==> config.mk <==
export PLATFORM = sky130hd
export DESIGN_NAME = frame_timing_source
export DESIGN_NICKNAME = d
export VERILOG_FILES = /design/src/rtl/frame_pkg.sv /design/src/rtl/raster_counter.sv /design/src/rtl/frame_timing_source.sv
export SDC_FILE = /design/constraint.sdc
export NUM_CORES = 1
export LEC_CHECK = 0
export ABC_AREA = 1
export CAP_MARGIN = 20
export CORE_AREA = 4 4 414 416
export CTS_BUF_LIST = sky130_fd_sc_hd__clkbuf_16
export DETAILED_ROUTE_END_ITERATION = 10
export DIE_AREA = 0 0 418 420
export PLACE_DENSITY = 0.42
export REMOVE_ABC_BUFFERS = 1
export SETUP_SLACK_MARGIN = 0.4
export SLEW_MARGIN = 20
export SYNTH_ARGS = -nofsm -noshare
export SYNTH_HDL_FRONTEND = slang
export SYNTH_SLANG_ARGS = --single-unit
==> constraint.sdc <==
create_clock -name clock -period 2.21 [get_ports clock]
set_input_delay 0.442 -clock clock [delete_from_list [all_inputs] [get_ports clock]]
set_output_delay 0.442 -clock clock [all_outputs]
set_load 0.02 [all_outputs]
==> src/rtl/frame_pkg.sv <==
// Shared types and default 1024x768@60 timing constants for the frame timing source.
package frame_pkg;

    localparam int GRID_W = 13;
    localparam int GRID_H = 8;

    localparam int H_TOTAL      = 1344;
    localparam int V_TOTAL      = 806;
    localparam int H_SYNC_START = 1048;
    localparam int H_SYNC_END   = 1183;
    localparam int V_SYNC_START = 771;
    localparam int V_SYNC_END   = 776;

    typedef struct packed {
        logic [8:0] x;
        logic [8:0] y;
        logic [1:0] direction;
        logic [3:0] state;
    } player_t;

    function automatic logic in_window(input int count, input int first, input int last);
        return (count >= first) && (count <= last);
    endfunction

endpackage

==> src/rtl/raster_counter.sv <==
// Pixel/line counters with registered sync and blank decode, plus strobes
// that flag the edge which wraps the frame and the edge which enters vertical blank.
module raster_counter
    import frame_pkg::*;
#(
    parameter int H_ACTIVE = 1024,
    parameter int H_FP     = 24,
    parameter int H_SYNC   = 136,
    parameter int H_BP     = 160,
    parameter int V_ACTIVE = 768,
    parameter int V_FP     = 3,
    parameter int V_SYNC   = 6,
    parameter int V_BP     = 29
) (
    input  logic        clock,
    input  logic        reset,
    output logic [10:0] hcount,
    output logic [9:0]  vcount,
    output logic        hsync,
    output logic        vsync,
    output logic        blank,
    output logic        frame_wrap,
    output logic        swap_next
);

    localparam int HT       = H_ACTIVE + H_FP + H_SYNC + H_BP;
    localparam int VT       = V_ACTIVE + V_FP + V_SYNC + V_BP;
    localparam int HS_FIRST = H_ACTIVE + H_FP;
    localparam int HS_LAST  = HS_FIRST + H_SYNC - 1;
    localparam int VS_FIRST = V_ACTIVE + V_FP;
    localparam int VS_LAST  = VS_FIRST + V_SYNC - 1;

    localparam logic [10:0] H_LAST      = 11'(HT - 1);
    localparam logic [9:0]  V_LAST      = 10'(VT - 1);
    localparam logic [9:0]  V_SWAP_PREV = 10'(V_ACTIVE - 1);

    logic [10:0] hcount_q, hcount_d;
    logic [9:0]  vcount_q, vcount_d;
    logic        hsync_q, hsync_d;
    logic        vsync_q, vsync_d;
    logic        blank_q, blank_d;
    logic        line_end;

    assign line_end   = (hcount_q == H_LAST);
    assign frame_wrap = line_end && (vcount_q == V_LAST);
    assign swap_next  = line_end && (vcount_q == V_SWAP_PREV);

    // Decode from the next count so counts and sync/blank land on the same edge.
    always_comb begin
        hcount_d = line_end ? 11'd0 : hcount_q + 11'd1;
        vcount_d = vcount_q;
        if (line_end) begin
            vcount_d = (vcount_q == V_LAST) ? 10'd0 : vcount_q + 10'd1;
        end
        hsync_d = !in_window(int'(hcount_d), HS_FIRST, HS_LAST);
        vsync_d = !in_window(int'(vcount_d), VS_FIRST, VS_LAST);
        blank_d = (int'(hcount_d) >= H_ACTIVE) || (int'(vcount_d) >= V_ACTIVE);
    end

    always_ff @(posedge clock or negedge reset) begin
        if (!reset) begin
            hcount_q <= 11'd0;
            vcount_q <= 10'd0;
            hsync_q  <= 1'b1;
            vsync_q  <= 1'b1;
            blank_q  <= 1'b0;
        end else begin
            hcount_q <= hcount_d;
            vcount_q <= vcount_d;
            hsync_q  <= hsync_d;
            vsync_q  <= vsync_d;
            blank_q  <= blank_d;
        end
    end

    assign hcount = hcount_q;
    assign vcount = vcount_q;
    assign hsync  = hsync_q;
    assign vsync  = vsync_q;
    assign blank  = blank_q;

endmodule

==> src/rtl/frame_timing_source.sv <==
// Raster timing plus a double-buffered game-state snapshot that only swaps
// on entry to vertical blank, and a free-running completed-frame counter.
module frame_timing_source
    import frame_pkg::*;
#(
    parameter int H_ACTIVE = 1024,
    parameter int H_FP     = 24,
    parameter int H_SYNC   = 136,
    parameter int H_BP     = 160,
    parameter int V_ACTIVE = 768,
    parameter int V_FP     = 3,
    parameter int V_SYNC   = 6,
    parameter int V_BP     = 29
) (
    input  logic                               clock,
    input  logic                               reset,
    input  logic                               state_valid,
    input  logic [GRID_H-1:0][GRID_W-1:0][3:0] object_grid_in,
    input  player_t [3:0]                      player_in,
    output logic [10:0]                        hcount,
    output logic [9:0]                         vcount,
    output logic                               hsync,
    output logic                               vsync,
    output logic                               blank,
    output logic [GRID_H-1:0][GRID_W-1:0][3:0] object_grid,
    output player_t [3:0]                      player,
    output logic                               vblank_start,
    output logic                               snapshot_fresh,
    output logic [15:0]                        frame_count
);

    logic frame_wrap;
    logic swap_next;

    raster_counter #(
        .H_ACTIVE(H_ACTIVE), .H_FP(H_FP), .H_SYNC(H_SYNC), .H_BP(H_BP),
        .V_ACTIVE(V_ACTIVE), .V_FP(V_FP), .V_SYNC(V_SYNC), .V_BP(V_BP)
    ) u_raster (
        .clock      (clock),
        .reset      (reset),
        .hcount     (hcount),
        .vcount     (vcount),
        .hsync      (hsync),
        .vsync      (vsync),
        .blank      (blank),
        .frame_wrap (frame_wrap),
        .swap_next  (swap_next)
    );

    logic [GRID_H-1:0][GRID_W-1:0][3:0] shadow_grid_q, shadow_grid_d;
    logic [GRID_H-1:0][GRID_W-1:0][3:0] grid_q, grid_d;
    player_t [3:0]                      shadow_player_q, shadow_player_d;
    player_t [3:0]                      player_q, player_d;
    logic                               pending_q, pending_d;
    logic                               fresh_q, fresh_d;
    logic                               vblank_start_q, vblank_start_d;
    logic [15:0]                        frame_count_q, frame_count_d;

    // A write landing on the swap edge bypasses the shadow straight to the display.
    always_comb begin
        shadow_grid_d   = shadow_grid_q;
        shadow_player_d = shadow_player_q;
        grid_d          = grid_q;
        player_d        = player_q;
        pending_d       = pending_q;
        fresh_d         = fresh_q;
        frame_count_d   = frame_count_q;
        vblank_start_d  = swap_next;

        if (state_valid) begin
            shadow_grid_d   = object_grid_in;
            shadow_player_d = player_in;
            pending_d       = 1'b1;
        end

        if (swap_next) begin
            if (state_valid) begin
                grid_d   = object_grid_in;
                player_d = player_in;
            end else if (pending_q) begin
                grid_d   = shadow_grid_q;
                player_d = shadow_player_q;
            end
            fresh_d   = state_valid || pending_q;
            pending_d = 1'b0;
        end

        if (frame_wrap) begin
            frame_count_d = frame_count_q + 16'd1;
        end
    end

    always_ff @(posedge clock or negedge reset) begin
        if (!reset) begin
            shadow_grid_q   <= '0;
            shadow_player_q <= '0;
            grid_q          <= '0;
            player_q        <= '0;
            pending_q       <= 1'b0;
            fresh_q         <= 1'b0;
            vblank_start_q  <= 1'b0;
            frame_count_q   <= 16'd0;
        end else begin
            shadow_grid_q   <= shadow_grid_d;
            shadow_player_q <= shadow_player_d;
            grid_q          <= grid_d;
            player_q        <= player_d;
            pending_q       <= pending_d;
            fresh_q         <= fresh_d;
            vblank_start_q  <= vblank_start_d;
            frame_count_q   <= frame_count_d;
        end
    end

    assign object_grid    = grid_q;
    assign player         = player_q;
    assign vblank_start   = vblank_start_q;
    assign snapshot_fresh = fresh_q;
    assign frame_count    = frame_count_q;

endmodule

Yosys cells after proc, flatten, opt, wreduce, memory -nomap -nowiden
Index checks and enable logic that the tools add are counted.
{ "word_totals": {"in_bits": 515, "wordCells": 281, "latchBits": 0, "n_memories": 0, "reg_bits": 1067, "out_inout_bits": 554, "rom_bits": 0, "ram_bits": 0} }
{ "classes": {"n_bitwise": 0, "n_lt_le_gt_ge": 6, "n_eq_ne": 3, "add_sub_neg": 3, "n_mul": 0, "mux": 9, "shifts": 0, "n_div": 0, "n_reduce_logical": 11} }
{ "op_table": {"columns": ["op", "count"], "rows": [
  ["416-bit two-way mux", 2],
  ["96-bit two-way mux", 2],
  ["11-bit greater-or-equal comparator (second input constant)", 2],
  ["10-bit == test (second input constant)", 2],
  ["10-bit greater-or-equal comparator (second input constant)", 2],
  ["10-bit two-way mux", 2],
  ["16-bit by 1-bit adder with 16-bit output (second input constant)", 1],
  ["11-bit by 1-bit adder with 11-bit output (second input constant)", 1],
  ["11-bit == test (second input constant)", 1],
  ["11-bit less-or-equal comparator (second input constant)", 1],
  ["11-bit two-way mux", 1],
  ["10-bit by 1-bit adder with 10-bit output (second input constant)", 1],
  ["10-bit less-or-equal comparator (second input constant)", 1],
  ["1-bit logical AND", 4],
  ["2-bit nonzero test", 2],
  ["1-bit zero test", 2],
  ["1-bit logical OR", 2],
  ["1-bit two-way mux", 2],
  ["2-bit AND reduction", 1]
]} }

Longest topological paths before layout
Gate-level depths: netlist of run 1.
{ "depth": {"word_depth": 6, "mapped_depth": 12, "ltp_nobuf": 12} }

By module
A second synthesis of run 1 with hierarchy kept.
{ "unflattened": {"cells_unflattened": 4173, "hier_area_um2": 40122.2} }
{ "modules_own_cells": {"columns": ["mod", "cells_each", "area_each_um2", "instances", "seq_area_each_um2"], "rows": [
  ["frame_timing_source", 3940, 38528.2, 1, 26100.0],
  ["raster_counter", 233, 1594.0, 1, 603.1]
]} }

Worst setup path before layout of run 1
No wires, ideal clock.
{ "synth_path": {"kind": "register to register", "from": "reg u_raster.hcount_q[0], in the netlist u_raster.hcount[0]", "to": "reg grid_q (netlist bit object_grid[12])", "period_less_slack_ns": 2.116, "slack_ns": 0.094, "setup_ns": 0.117, "t_arrival_ns": 1.999, "required_ns": 2.093, "path_buffers": 2, "path_stages_with_launch": 11, "cell_sequence": "dfrtp_1 > ha_1 > inv_1 > nor2_1 > nand3_1 > nor4_2 > nand2_1 > buf_2 > buf_2 > nand2_1 > nand2_1"} }
{ "synth_between": {"elab_chain_cells": 3} }
{ "synth_lines": {"columns": ["item", "line_no", "text"], "rows": [
  ["from (decl)", "raster_counter.sv:37", "logic [10:0] hcount_q, hcount_d;"],
  ["from (signal assigned)", "raster_counter.sv:68", "hcount_q <= hcount_d;"],
  ["11-bit == test", "raster_counter.sv:44", "assign line_end = (hcount_q == H_LAST);"],
  ["1-bit logical AND", "raster_counter.sv:46", "assign swap_next = line_end && (vcount_q == V_SWAP_PREV);"],
  ["2-bit AND reduction (no line)", null, null],
  ["to (signal assigned)", "frame_timing_source.sv:106", "grid_q <= grid_d;"],
  ["to (decl)", "frame_timing_source.sv:51", "logic [GRID_H-1:0][GRID_W-1:0][3:0] grid_q, grid_d;"]
]} }
Every way passes these cells.
A chain may end at the register's enable or synchronous reset.

Worst setup path in the final report of run 1
{ "layout_path": {"from": "reg u_raster.hcount_q[1], in the netlist u_raster.hcount[1]", "to": "reg player_q (netlist bit player[70])"} }
{ "layout_between": {"elab_chain_cells": 3} }
{ "layout_lines": {"columns": ["item", "line_no", "text"], "rows": [
  ["11-bit == test", "raster_counter.sv:44", null],
  ["1-bit logical AND", "raster_counter.sv:46", null],
  ["2-bit AND reduction (no line)", null, null],
  ["to (signal assigned)", "frame_timing_source.sv:107", "player_q <= player_d;"],
  ["to (decl)", "frame_timing_source.sv:53", "player_t [3:0] player_q, player_d;"]
]} }
Every way passes these cells.

==> results of run 1 <==
[cells in the mapped netlist]
master / count
a21oi_1: 1
buf_2: 65
buf_4: 4
buf_6: 38
buf_8: 3
clkbuf_1: 173
clkbuf_2: 1
dfrtp_1: 1065
dfstp_2: 2
ha_1: 5
inv_1: 56
inv_2: 3
nand2_1: 2665
nand2_2: 1
nand3_1: 543
nand3b_1: 2
nand4_1: 7
nor2_1: 34
nor3_1: 6
nor3_4: 1
nor4_1: 1
nor4_2: 1
o21ai_0: 5
o21ai_1: 1
xnor2_1: 9
xor2_1: 11
[worst max-delay path, delay by kind of cell (launching register included)]
| kind | cells | cell delay [ns] |
|---|---|---|
| flops | 1 | 0.40 |
| buf+inv | 4 | 0.68 |
| simple gates | 6 | 0.72 |
| fa+ha+maj | 1 | 0.17 |
[per-stage QoR]
stage          total power, W  setup TNS, ns  worst slack (ns)
2_1_floorplan          0.0219              -            -50.33
3_3_place_gp           0.0241         -0.159           -0.0326
3_5_place_dp           0.0241          -1.32           -0.0296
4_1_cts                0.0454              0            0.0240
5_1_grt                0.0466          -3.11           -0.0559
6_report               0.0447              0            0.0492
[registers in the layout, indices dropped and copies added, names as in the netlist]
signal / flops
object_grid: 416
shadow_grid_q: 416
player: 96
shadow_player_q: 96
frame_count: 16
u_raster.hcount: 11
u_raster.vcount: 10
pending_q: 1
snapshot_fresh: 1
u_raster.blank: 1
u_raster.hsync: 1
u_raster.vsync: 1
vblank_start: 1
[power groups by stage]
stage	logic (W)	registers (W)	clock network, W
after floorplan	0.00107	0.0209	0
after detailed placement	0.00323	0.0209	0
after CTS	0.00324	0.0206	0.0216
final	0.00317	0.0206	0.0210
after global placement	0.00321	0.0209	0
after global routing	0.00356	0.0206	0.0224
[repair_timing]
item,4_1_cts,5_1_grt
gates cloned,0,85
setup buffers,36,31
hold buffers,1,0
hold endpoints to repair,252,0
resized for setup,1015,810
pin swaps,0,33
endpoints found under the setup margin,1085,1062
[logic make-up (layout without fill, tap and decap cells)]
logic type / after synthesis / count (layout) / share of synthesized area
AO/OA/AOI/OAI: 7 / 7 / 0.000841
XOR/XNOR: 20 / 20 / 0.00420
adder cells (fa/ha/maj): 5 / 5 / 0.00150
buffers and inverters: 343 / 1692 / 0.0409
flip-flops: 1067 / 1067 / 0.641
other: 0 / 15 / 0
AND/OR/NAND/NOR: 3261 / 3262 / 0.312
[path summary, 6_finish.rpt]
path                                    start                 end  slack, ns  cells after the start
max                        u_raster.hcount[1]          player[70]       0.05                     11
min                               state_valid  shadow_grid_q[327]       0.13                      4
max reg2reg                u_raster.hcount[1]          player[70]       0.05                     11
min reg2reg                  object_grid[161]    object_grid[161]       0.46                      2
max in group asynchronous               reset     object_grid[13]       1.01                      4
min in group asynchronous               reset          player[32]       0.23                      2
[cell type report]
class / count / area (um^2) / area share
Tap cell: 2204 / 2760 / 0.0427
Timing Repair Buffer: 1391 / 15300 / 0.237
Inverter: 59 / 234 / 0.00362
Antenna cell: 15 / 37.5 / 0.000581
Multi-Input combinational cell: 3294 / 15400 / 0.238
Clock inverter: 109 / 828 / 0.0128
Clock buffer: 133 / 3330 / 0.0515
Sequential cell: 1067 / 26700 / 0.414
[layer usage]
metal	vias up	wire length (um)	track usage
met5	-	77	0
met4	12	5730	0.0594
met3	289	9610	0.0460
met2	901	92800	0.324
met1	18000	78700	0.238
li1	17219	-	-
==> metrics.md, run 1 <==
| Metric | Value |
|---|---|
| Root buffer cell | clkbuf_16 |
| Most frequent cells in the layout | nand2_1, dfrtp_1, nand3_1, clkdlybuf4s50_1, dlygate4sd2_1 |
| Leakage power | 35.0 nW |
| Cell Area, Synth | about 42000 um^2 |
| Routed vias | ~36000 |
| Cts bufs inserted | 132 |
| Cells after Synth | ~4700 |
| Worst Skew | ~0.041 ns |
| Avg Cell Area, Syn | slightly below 9 um^2 |
| Arrival time worst endpoint | between 2 and 3 ns |
| Routed vias/inst | roughly 4.4 |
| H-tree depth | 4 |
| Reg power frac | 0.460 |
| # DRC | 0 |
| PD cells | ~700 nW/um^2 |
| Logic pwr share | 0.071 |
| Dominant cells by area after synthesis | dfrtp_1, nand2_1, nand3_1 |
| Rows | 150 |
| Crit path top cell by count | nand2_1 |
| Sw Ratio | 0.249 |
| Max frequency | roughly 460 MHz |
| Unique masters post-synth | 26 |
| Net Sw Power | about 0.011 W |
| Hold Violations, Final | 0 |
| Final net count | about 6500 |
| Final Cycle Share | 0.978 |
| Setup crit end kind | flip-flop |
| Rel. slew slack | 0.467 |
| Area grow syn2layout | 55.1% |
| Fin util | 0.386 |
| CTS sink count | about 1100 |
| Share of Yosys cell area claimed by the top area cell type | 0.640 |
| Hpwl dp | roughly 120000 um |
| Worst-case vdd ir drop | between 600 and 700 uV |
| Largest net degree at the start of global routing | roughly 110 |
| FILL cells | roughly 17000 |
| Crit Path Max Fanout | 20 |
| Insertion delay to the later sink of the worst-skew pair | roughly 0.75 ns |
| Buffers added on ports | 1068 |
| Core Box Area | roughly 170000 um^2 |
| Clock power frac | 0.469 |
| Number of global-route vias before repair | between 30000 and 40000 |
| Pre-antenna DRT Iters | 5 |
| GRT Util Overall | 0.190 |
| Final wirelength | between 150000 and 200000 um |
| IO Count | ~1100 |
| Congestion Overflow GR | 0 |
| Die ar. | 176000 um^2 |
| Crit start category | flip-flop |
| Routability Congestion | ~0.80 |
| Final Non-Filler Cells | approximately 8300 |
| TritonCTS clock tree | done |
| Drt initial violations | roughly 2500 |
| Worst path slowest cell | dfrtp_1 |
| Final ANT Viol Nets | 0 |
| Min Hold Slack | about 0.13 ns |
| RSZ-0062 raised after global routing | yes |
| Slew Limit Fails | 0 |
| Post-DP Area | around 56000 um^2 |
| Initial antenna violation count | 33 |
| Die width | approximately 420 um |
| Kind of critical path | reg -> reg |
| Sequential cell area fraction in the yosys report | 0.641 |
| Status | completed |
| Max Cap Viol | 0 |
| Clock slew at reported path FFs | around 0.05 ns |
| Worst Hold Class | in -> reg |
| Worst path required time | around 2.8 ns |
| Commonest non-fill, non-tap cell in the layout | nand2_1 |
| Tmin final | 2.16 ns |
| Die H | roughly 420 um |
| P_int | about 0.034 W |
| Wire per inst | ~23 um |
| Cell taking the most area after synthesis | dfrtp_1 |
| Final setup fails | 0 |
| Worst path cell trace | ha_4 > inv_4 > nor2_4 > nand3_4 > nor4_4 > buf_12 > nand2_8 > buf_16 > clkbuf_16 > nand2_1 > nand2_1 |
| CP peak stage delay | around 0.40 ns |
| Final instance area | 64600 um^2 |
| Cells after DPL | 7862 |
| #FFs+latches synth | around 1100 |
| First-pass GRT wire length | roughly 250000 um |
| Starting Density | 0.249 |
| Clock tree buffer depth | 3 |
| Synth warnings | 0 |
| Layout cells sized above 1 | 0.181 |
| Tightest Pin Transition | around 0.8 ns |
(Power assumes the default switching activity.)
==> run 2: changes to the inputs <==
Settings changed: CORE_AREA 4 4 414 416 to 4 4 409 411, DIE_AREA 0 0 418 420 to 0 0 413 415, PLACE_DENSITY 0.42 to 0.43.
==> run 2 against run 1 <==
  * Design area decreased by 4.7%
  * Sequential cell count unchanged
  * Critical path type unchanged
  * Die area decreased by 2.4%
  * Register-to-register slack about the same
  * Clock skew increased by 0.016 ns
  * Cell count decreased by 1.2%
  * Clock-buffer cell count decreased by 11
  * Non-clock buffer count decreased by 54
  * Largest power group is now sequential cells
  * Wire length decreased by 5.7%
  * Critical path depth unchanged
  * Clock power decreased by 10%
==> metrics.md, run 2 (synthesized netlist as in run 1, its figures left out) <==
| Metric | Value |
|---|---|
| Status | completed |
| Max Cap Viol | 0 (unchanged) |
| Final setup fails | 0 (unchanged) |
| Worst Skew | 0.0579 ns (+0.0164 ns) |
| Most frequent cells in the layout | nand2_1, dfrtp_1, clkdlybuf4s50_1, nand3_1, dlygate4sd2_1 |
| RSZ-0062 raised after global routing | yes |
| TritonCTS clock tree | done |
| Final net count | 6399 (-1.0%) |
| Congestion Overflow GR | 0 (unchanged) |
| Final Non-Filler Cells | 8170 (-1.2%) |
| Wire length on met1 | 75300 um (-4.3%) |
| GRT Util Overall | 0.192 (+0.00211) |
| Worst Setup SP | u_raster.vcount[0] |
| Leakage power | 34.0 nW (-2.8%) |
| Tightest Pin Transition | 0.798 ns (-0.000985 ns) |
| Die ar. | 171000 um^2 (-2.4%) |
| Insertion delay to the later sink of the worst-skew pair | 0.73 ns (-0.02 ns) |
| Worst-case vdd ir drop | 621 uV (-9.7%) |
| Total Power | 0.0426 W (-4.7%) |
| IO Count | 1069 (unchanged) |
| # DRC | 0 (unchanged) |
| Worst path required time | 2.82 ns (about the same) |
| Min Hold Slack | 0.210 ns (+0.0816 ns) |
| Final wirelength | 176000 um (-5.7%) |
| Metal2 WL | 82400 um (-11%) |
| Worst reg-to-reg setup slack | 0.06 ns (about the same) |
| Slew Limit Fails | 0 (unchanged) |
| Largest net degree at the start of global routing | 119 (+10%) |
| Die H | 415 um (-1.2%) |
| Wire per inst | 21.6 um (-4.5%) |
| Max frequency | 465 MHz (+0.47%) |
| Critical R2R Launch | u_raster.vcount[0] |
| H-tree depth | 3 (-1) |
| DR WL met3 | 13900 um (+45%) |
| Buffers added on ports | 1068 (unchanged) |
| Final setup TNS | 0 ns (unchanged) |
| Routed vias | 35782 (-1.8%) |
| Crit start category | flip-flop |
| Hold Violations, Final | 0 (unchanged) |
| Rows | 149 (-0.67%) |
| Tmin final | 2.15 ns (-0.0102 ns) |
| Starting Density | 0.254 (+0.00481) |
| Number of global-route vias before repair | 36385 (+1.5%) |
| PD cells | 692 nW/um^2 (about the same) |
| Clock slew at reported path FFs | 0.06 ns (about the same) |
| Setup crit end kind | flip-flop |
| Worst Hold Class | in -> reg |
| Layout cells sized above 1 | 0.108 (-0.0726) |
| Arrival time worst endpoint | 2.76 ns (-0.02 ns) |
| Cts bufs inserted | 121 (-8.3%) |
| Cells after DPL | 7840 (-0.28%) |
| Area grow syn2layout | 47.8% |
| CTS sink count | 1067 (unchanged) |
| Core Box Area | 164000 um^2 (-1.9%) |
| FF-to-FF End | object_grid[345] |
| Max Used Layer | met5 |
| Kind of critical path | reg -> reg |
| Routed vias/inst | 4.38 (-0.53%) |
| Final Cycle Share | 0.973 (-0.00461) |
| Die width | 413 um (-1.2%) |
| Routability Congestion | 0.787 (-1.8%) |
| Crit Path Max Fanout | 22 (+10%) |
| Hpwl dp | 118000 um (-3.0%) |
| Pre-antenna DRT Iters | 5 (unchanged) |
| First-pass GRT wire length | 248000 um (-0.92%) |
| Rel. slew slack | 0.468 (+0.000656) |
| Clock tree buffer depth | 3 (unchanged) |
| Drt initial violations | 2452 (-1.6%) |
| Final ANT Viol Nets | 0 (unchanged) |
| Initial antenna violation count | 32 (-3.0%) |
| Root buffer cell | clkbuf_16 |
| Commonest non-fill, non-tap cell in the layout | nand2_1 |
| R2R depth | 11 (unchanged) |
| Last element of the critical path | object_grid[345] |
[run 2: cell types whose count changed in the layout (fill, tap and decap cells not counted), sizes merged]
cell	previous run	this run
bufinv	7	5
buf	351	304
clkbuf	195	153
clkinv	59	45
inv	100	96
diode	15	14
nand2	2667	2666
bufbuf	0	1
dlygate4sd2	464	487
[run 2: routing by layer]
layer	GRT usage	vias to the layer above
li1	-	17034
met1	0.250	17466
met2	0.310	1037
met3	0.0556	221
met4	0.0558	24
met5	0	-
[run 2: worst max-delay path, stage by stage (launching register included)]
cell and delay (ns):
dfrtp_1 0.35, ha_2 0.19, nand3_2 0.09, inv_2 0.09
nand3_4 0.07, nor4_4 0.29, buf_6 0.18, nand2_8 0.07
buf_12 0.18, clkbuf_16 0.28, nand2_1 0.07, nand2_1 0.05
[run 2: area by class of cell]
| class | instances | area, um^2 |
|---|---|---|
| sequential | 1067 | 26700 |
| tap | 2189 | 2740 |
| inverter | 59 | 231 |
| multi-input combinational | 3293 | 13900 |
| timing repair buffer | 1337 | 14300 |
| clock buffer | 122 | 3050 |
| antenna | 14 | 35.0 |
| clock inverter | 89 | 598 |
| fill | 16977 | 102000 |
[run 2: worst min path at each step]
stage                            start                  to  slack (ns)  cells past startpoint
floorplan                        reset      frame_count[0]        0.15                      0
CTS                        state_valid  shadow_grid_q[114]        0.12                      4
global placement     shadow_grid_q[26]   shadow_grid_q[26]        0.45                      2
detailed placement  shadow_grid_q[345]  shadow_grid_q[345]        0.46                      2
global route               state_valid   shadow_grid_q[75]        0.17                      4
finish                     state_valid  shadow_grid_q[114]        0.21                      4
[run 2: report_power, final]
part / total, W / internal, W / switching (W)
combinational: 0.00310 / 0.00133 / 0.00177
sequential: 0.0206 / 0.0204 / 0.000211
clock: 0.0189 / 0.0105 / 0.00844
total: 0.0426 / 0.0322 / 0.0104
[run 2: metrics by stage]
step | area (um^2) | worst slack [ns] | utilization
floorplan | 40200 | -50.33 | -
global placement | 55700 | 0.0144 | 0.339
detailed placement | 55700 | -0.0439 | 0.339
CTS | 59800 | 0.0839 | 0.364
global route | 61600 | -0.0356 | 0.375
finish | 61600 | 0.0593 | 0.375
[run 2: what timing repair did]
action / CTS / global route
gates resized for setup: 1007 / 197
hold buffers: 1 / 0
buffers inserted: 41 / 9
cloned: 11 / 43
pin swaps: 4 / 68
endpoints found under the setup margin: 1077 / 1058
hold endpoints to repair: 475 / 0
